`src/rtl/register_file.sv`:
```
// -----------------------------------------------------------------------------
// register_file
//
// Purpose:
//   32 x DATA_WIDTH architectural integer register file (x0..x31) with two
//   combinational read ports and one synchronous write port. x0 is hardwired
//   to zero. Reset loads the stack pointer (x2) and global pointer (x3) with
//   their parameterised start addresses and clears everything else.
//
// Optional feature (macro REGFILE_BYPASS_EN):
//   When defined, a read port whose index matches an active write (rd != 0)
//   returns Write_Data_i in the same cycle, before the write edge.
//   When undefined, read ports return the stored value until the write edge.
//
// Ports:
//   clk               in   clock, all register updates on the rising edge
//   reset             in   asynchronous, active-high reset
//   Reg_Write_i       in   write enable from the write-back stage
//   Write_Register_i  in   [4:0] destination index rd
//   Write_Data_i      in   [DATA_WIDTH-1:0] write-back data
//   Read_Register_1_i in   [4:0] rs1 index
//   Read_Register_2_i in   [4:0] rs2 index
//   Read_Data_1_o     out  [DATA_WIDTH-1:0] rs1 value (ALU operand A)
//   Read_Data_2_o     out  [DATA_WIDTH-1:0] rs2 value (ALU operand B / store)
// -----------------------------------------------------------------------------
module register_file #(
  parameter int                    DATA_WIDTH = 32,
  parameter logic [DATA_WIDTH-1:0] SP_RESET   = 32'h7FFF_EFFC,
  parameter logic [DATA_WIDTH-1:0] GP_RESET   = 32'h1000_8000
) (
  input  logic                  clk,
  input  logic                  reset,
  input  logic                  Reg_Write_i,
  input  logic [4:0]            Write_Register_i,
  input  logic [DATA_WIDTH-1:0] Write_Data_i,
  input  logic [4:0]            Read_Register_1_i,
  input  logic [4:0]            Read_Register_2_i,
  output logic [DATA_WIDTH-1:0] Read_Data_1_o,
  output logic [DATA_WIDTH-1:0] Read_Data_2_o
);

  // x0 has no storage at all, so a write to index 0 cannot leave a trace.
  logic [DATA_WIDTH-1:0] regs_q [1:31];
  logic [DATA_WIDTH-1:0] regs_d [1:31];
  logic [DATA_WIDTH-1:0] regView [0:31];
  logic                  writeEn;

  function automatic logic [DATA_WIDTH-1:0] resetValue(input int idx);
    if (idx == 2)
      return SP_RESET;
    else if (idx == 3)
      return GP_RESET;
    else
      return '0;
  endfunction

  // A write only counts when enabled, aimed at a real register and not
  // masked by reset (reset also suppresses the same-cycle bypass).
  assign writeEn = Reg_Write_i && (Write_Register_i != 5'd0) && !reset;

  // Next-state: compare against each index rather than indexing the array
  // directly, so index 0 simply matches nothing.
  always_comb begin
    for (int i = 1; i < 32; i++) begin
      regs_d[i] = regs_q[i];
      if (writeEn && (Write_Register_i == 5'(i)))
        regs_d[i] = Write_Data_i;
    end
  end

  // Storage: reset is asynchronous and takes priority over any write edge.
  always_ff @(posedge clk or posedge reset) begin
    if (reset) begin
      for (int i = 1; i < 32; i++)
        regs_q[i] <= resetValue(i);
    end else begin
      for (int i = 1; i < 32; i++)
        regs_q[i] <= regs_d[i];
    end
  end

  // Full 32-entry view with x0 tied to zero so the read muxes use the raw index.
  always_comb begin
    regView[0] = '0;
    for (int i = 1; i < 32; i++)
      regView[i] = regs_q[i];
  end

  // Read ports are purely combinational from the index inputs.
  always_comb begin
    Read_Data_1_o = regView[Read_Register_1_i];
    Read_Data_2_o = regView[Read_Register_2_i];
`ifdef REGFILE_BYPASS_EN
    // writeEn already excludes index 0 and reset, so x0 never bypasses.
    if (writeEn && (Write_Register_i == Read_Register_1_i))
      Read_Data_1_o = Write_Data_i;
    if (writeEn && (Write_Register_i == Read_Register_2_i))
      Read_Data_2_o = Write_Data_i;
`else
    // Stored value is returned until the write edge.
`endif
  end

endmodule
```
`config.mk`:
```
export PLATFORM = sky130hd
export DESIGN_NAME = register_file
export DESIGN_NICKNAME = d
export VERILOG_FILES = /design/src/rtl/register_file.sv
export SDC_FILE = /design/constraint.sdc
export NUM_CORES = 2
export LEC_CHECK = 0
export BUFFER_PORTS_ARGS = -buffer_cell sky130_fd_sc_hd__buf_2
export CORE_AREA = 3 3 403 245
export CTS_CLUSTER_SIZE = 30
export DETAILED_ROUTE_END_ITERATION = 10
export DIE_AREA = 0 0 406 248
export PLACE_DENSITY = 0.82
export REMOVE_ABC_BUFFERS = 1
export SETUP_SLACK_MARGIN = 0.4
export SLEW_MARGIN = 30
export SYNTH_ARGS = -nofsm -noshare
export SYNTH_HDL_FRONTEND = slang
export SYNTH_SLANG_ARGS = --single-unit
export TNS_END_PERCENT = 20
```
`constraint.sdc`:
```
create_clock -name clk -period 27.9 [get_ports clk]
set_clock_uncertainty 0.2 [all_clocks]
set_input_delay 1.395 -clock clk [delete_from_list [all_inputs] [get_ports clk]]
set_output_delay 1.395 -clock clk [all_outputs]
set_load 0.01 [all_outputs]
```
; Word-level counts from Yosys, hierarchy flattened
; Cells that the tools add are included.
[classes]
n_lt_le_gt_ge = 2
eq_ne = 31
n_mux = 6
bitwise = 2
reduce_logical = 35
[op_table]
columns = op, count
row1 = $bmux 32 s5, 2
row2 = $mux 32, 4
row3 = $eq 5x5->1 const B, 16
row4 = $eq 5x4->1 const B, 8
row5 = $logic_and 1x1->1, 33
row6 = $eq 5x3->1 const B, 4
row7 = $ge 6x6->1 const B, 2
row8 = $not 5->6, 2
row9 = $eq 5x2->1 const B, 2
row10 = $eq 5x1->1 const B, 1
row11 = $reduce_bool 5->1, 1
row12 = $logic_not 1->1, 1
[totals]
ff_bits = 992
output_inout_bits = 64
wordCells = 107

; Depth between registers and ports, before layout
[logic_depth]
word_depth = 4
depth_mapped = 9
ltp_nobuf = 4

; Least setup slack after synthesis
; Ideal clock, no wire load.
[synth_timing]
path_kind = input to output
from = input Read_Register_2_i[2]
to = output Read_Data_2_o[1]
arrival_ns = 2.955
required_ns = 26.305
path_slack_ns = 23.350
cell_stages = 8
n_path_buf = 4
path_cell_list = buf_2 buf_4 buf_2 buf_2 mux4_2 a22o_1 o21ai_1 o31ai_1
[synth_via]
elab_chain_len = 4
[synth_lines]
columns = element, line_no
row1 = "start, declared", 37  ; input logic [4:0] Read_Register_2_i,
row2 = $not 5->6 (not written as such), 92  ; Read_Data_2_o = regView[Read_Register_2_i];
row3 = $bmux 32 s5, 92
row4 = $mux 32 (not written as such) (2 in a row), 92
row5 = "end, declared", 39  ; output logic [DATA_WIDTH-1:0] Read_Data_2_o
; No other way between the ends. The select of a mux whose other input is x is not followed.

; Final worst setup path
[layout_timing]
from = input Read_Register_2_i[0]
to = output Read_Data_2_o[17]
; The elaborated chain is that of the path after synthesis.

==> run summary <==
Status = finished, final reports clean
Largest family of logic cells by synthesized area = multiplexers
Routed Antenna Nets = 0
Final HPWL DP = 92800 µm
Clock root cell = clkbuf_16
EDFF count, synth = 0
CP max stage cell = buf_12
Predominant post-synthesis flop cell = dfrtp_1
Crit Path Max Fanout = 112
Max reg flops = 992
Yosys top cell area share = 0.452
FP Rows = 88
CTS Buffer Depth = 3
Placer Congestion = 0.853
CTS tree = built
Final period demand of the worst path = 6.73 ns
Worst path bufs/invs = 5
Setup_tns = 0 ns
Mean Syn Cell Area = 14.6 µm²
Crit end category = primary output
Initial Util = 0.556
Fillers = 7011
Tcrit/Tclk final = 0.241
Maximum VDD drop = 0.0000492 V
Post-CTS Setup Inserts = 0
Number of H-tree levels = 3
DP Worst Slack = 21.02 ns
Min-delay worst type = flop to flop
Mux contribution to synthesized area = 0.416
Post-route DRC = 0
Ys async rst share = 1.00
Port Buffer Count = 113
Compound-Gate Fraction of Synth Area = 0.0632
Yosys reg bits = 992
Count of final hold-check violations = 0
Layout cells sized above 1 = 0.492
Multi-input logic area = 26800 µm²
Vias/cell = 7.33
Post-layout net count = 3573
Global route total overflow = 0
First-pass DRT Iterations = 6
Warning count from the yosys run = 0
GR Util met2 = 0.456
Startpoint Class = input port
Clk pin slew, worst setup/hold paths = 0.06 ns
Synth Area in XOR/XNOR = 0
Count of boundary I/O pins = 114
Slew margin rel. = 0.293
CP Data Required Time = 26.31 ns
Fmax = 0.149 GHz
Cell breakdown of the critical path = buf_8 > buf_12 > buf_4 > buf_12 > mux4_2 > a22o_1 > o21ai_1 > o31ai_1 > buf_2
Post-CTS Resized = 0
Cell count after synthesis = 3636
Top cells by area, synth = dfrtp_1 45%, mux2_2 20%, mux4_2 16%
Mapped cell area = 53200 µm²
Pleak = 26.0 nW
Drt initial violations = 4507
RSZ-0062 raised after global routing = false
Area Overhead vs Synth = 8.60%
Global-route wire length before repair = 241000 µm
Vias = 35600
Least-Margin Pin Slew = 1.06 ns
Met1 Usage GRT = 0.457
Max incr delay on CP = 0.60 ns
Design Area, Final = 57800 µm²
Initial antenna violation count = 6
Vias in the first global route = 35800
Pwr/cell area = 65.5 nW/µm²
Clock sink count = 992
Total core area = 95700 µm²
Die area = 101000 µm²
Crit path kind = input port to primary output
Die H = 248 µm
Yosys cell types = 36
Post-Synth Simple-Gate Area = 0.0190
Largest net degree at the start of global routing = 167
All-Layer GR Usage = 0.323
WL/cell = 33.1 µm
CTS buffer count = 91
CP Data Arrival Time = 5.14 ns
Final WL = 161000 µm
Met3 usage = 0.117
Reg area = 24900 µm²
Final WS setup = 21.17 ns
Die X = 406 µm
Register area share after synthesis = 0.467
Final core occ = 0.604
Largest area contributor in the netlist = dfrtp_1
Max_cap viols = 0
Pins Over Slew Limit = 0
Clk_lat worst skew = 0.69 ns
Area post-placement = 54500 µm²
Hold buffer count at CTS = 0
Top cell by count, worst path = buf_12
Final setup vio count = 0
Busiest grt layer = met1
Synth Area in Adders = 0
Top delay family on crit path = buffers and inverters
## path summary, 6_finish.rpt
kind	start	endpoint	slack, ns	depth (start not counted)
max	Read_Register_2_i[0]	Read_Data_2_o[17]	21.17	9
max in group asynchronous	reset	regView[539]$_DFFE_PP0P_	23.73	7
min	regView[556]$_DFFE_PP0P_	regView[556]$_DFFE_PP0P_	0.31	1
max reg2reg	regView[282]$_DFFE_PP0P_	regView[282]$_DFFE_PP0P_	26.84	1
min in group asynchronous	reset	regView[728]$_DFFE_PP0P_	0.51	2
min reg2reg	regView[556]$_DFFE_PP0P_	regView[556]$_DFFE_PP0P_	0.31	1
## cell families after synthesis
group,after synthesis
compound gates,448
buf+inv,406
flops,992
mux,1600
simple gates,190
## cell type report
cell class	instances	area share
Multi-Input combinational cell	2238	0.463
Clock buffer	126	0.0450
Inverter	3	0.000390
Timing Repair Buffer	197	0.0253
Clock inverter	41	0.00909
Antenna cell	5	0.000216
Tap cell	1260	0.0273
Sequential cell	992	0.430
## synthesized netlist by cell type (2+ instances only)
master,number
o21ai_0,2
a22o_1,192
nor2_2,3
or3_1,2
buf_4,30
o21ai_1,62
inv_1,2
a211oi_1,64
nand2_1,79
mux2_1,99
buf_6,6
and3_1,32
o22ai_1,64
dfstp_2,30
clkbuf_1,208
nor2b_1,8
nor2_1,12
buf_2,143
mux2i_1,160
nand3_1,5
nand3b_1,2
mux4_2,384
mux2_2,957
buf_1,16
dfrtp_1,962
nand2b_1,4
o31ai_1,64
nor3b_2,2
and2_1,34
nor3_2,2
## per-layer routing
| metal | share of wire | wire length, µm |
|---|---|---|
| met1 | 0.40 | 63800 |
| met2 | 0.43 | 69700 |
| met3 | 0.13 | 21300 |
| met4 | 0.038 | 6170 |
| met5 | 0 | 0 |
## cell usage in the layout (no fill, tap or decap), types with 13 or more instances in the layout
cell	n
dfrtp_1	962
mux2_2	957
mux4_2	384
a22o_1	192
mux2i_1	160
buf_2	104
mux2_1	99
clkbuf_16	93
buf_4	70
nand2_1	66
o22ai_1	64
a211oi_1	64
o31ai_1	64
o21ai_1	62
and3_1	32
and2_1	32
dfstp_2	30
clkinv_2	21
clkbuf_1	18
clkbuf_8	15
nor2_4	14
nand2_2	13
## report_power, final
group / internal (W) / total (W) / switching (W)
registers: 0.00163 / 0.00179 / 0.000160
clock network: 0.000757 / 0.00133 / 0.000577
logic: 0.000367 / 0.000657 / 0.000290
total: 0.00276 / 0.00379 / 0.00103
## per-stage QoR
step	std cells	total power [W]	hold WS, ns
2_1_floorplan	3233	0.00221	0.269
3_3_place_gp	4682	0.00242	0.281
5_1_grt	4861	0.00391	0.330
3_5_place_dp	4684	0.00245	0.294
6_report	4862	0.00379	0.308
4_1_cts	4851	0.00378	0.311
Note: power is estimated with default switching activity, not from simulation.
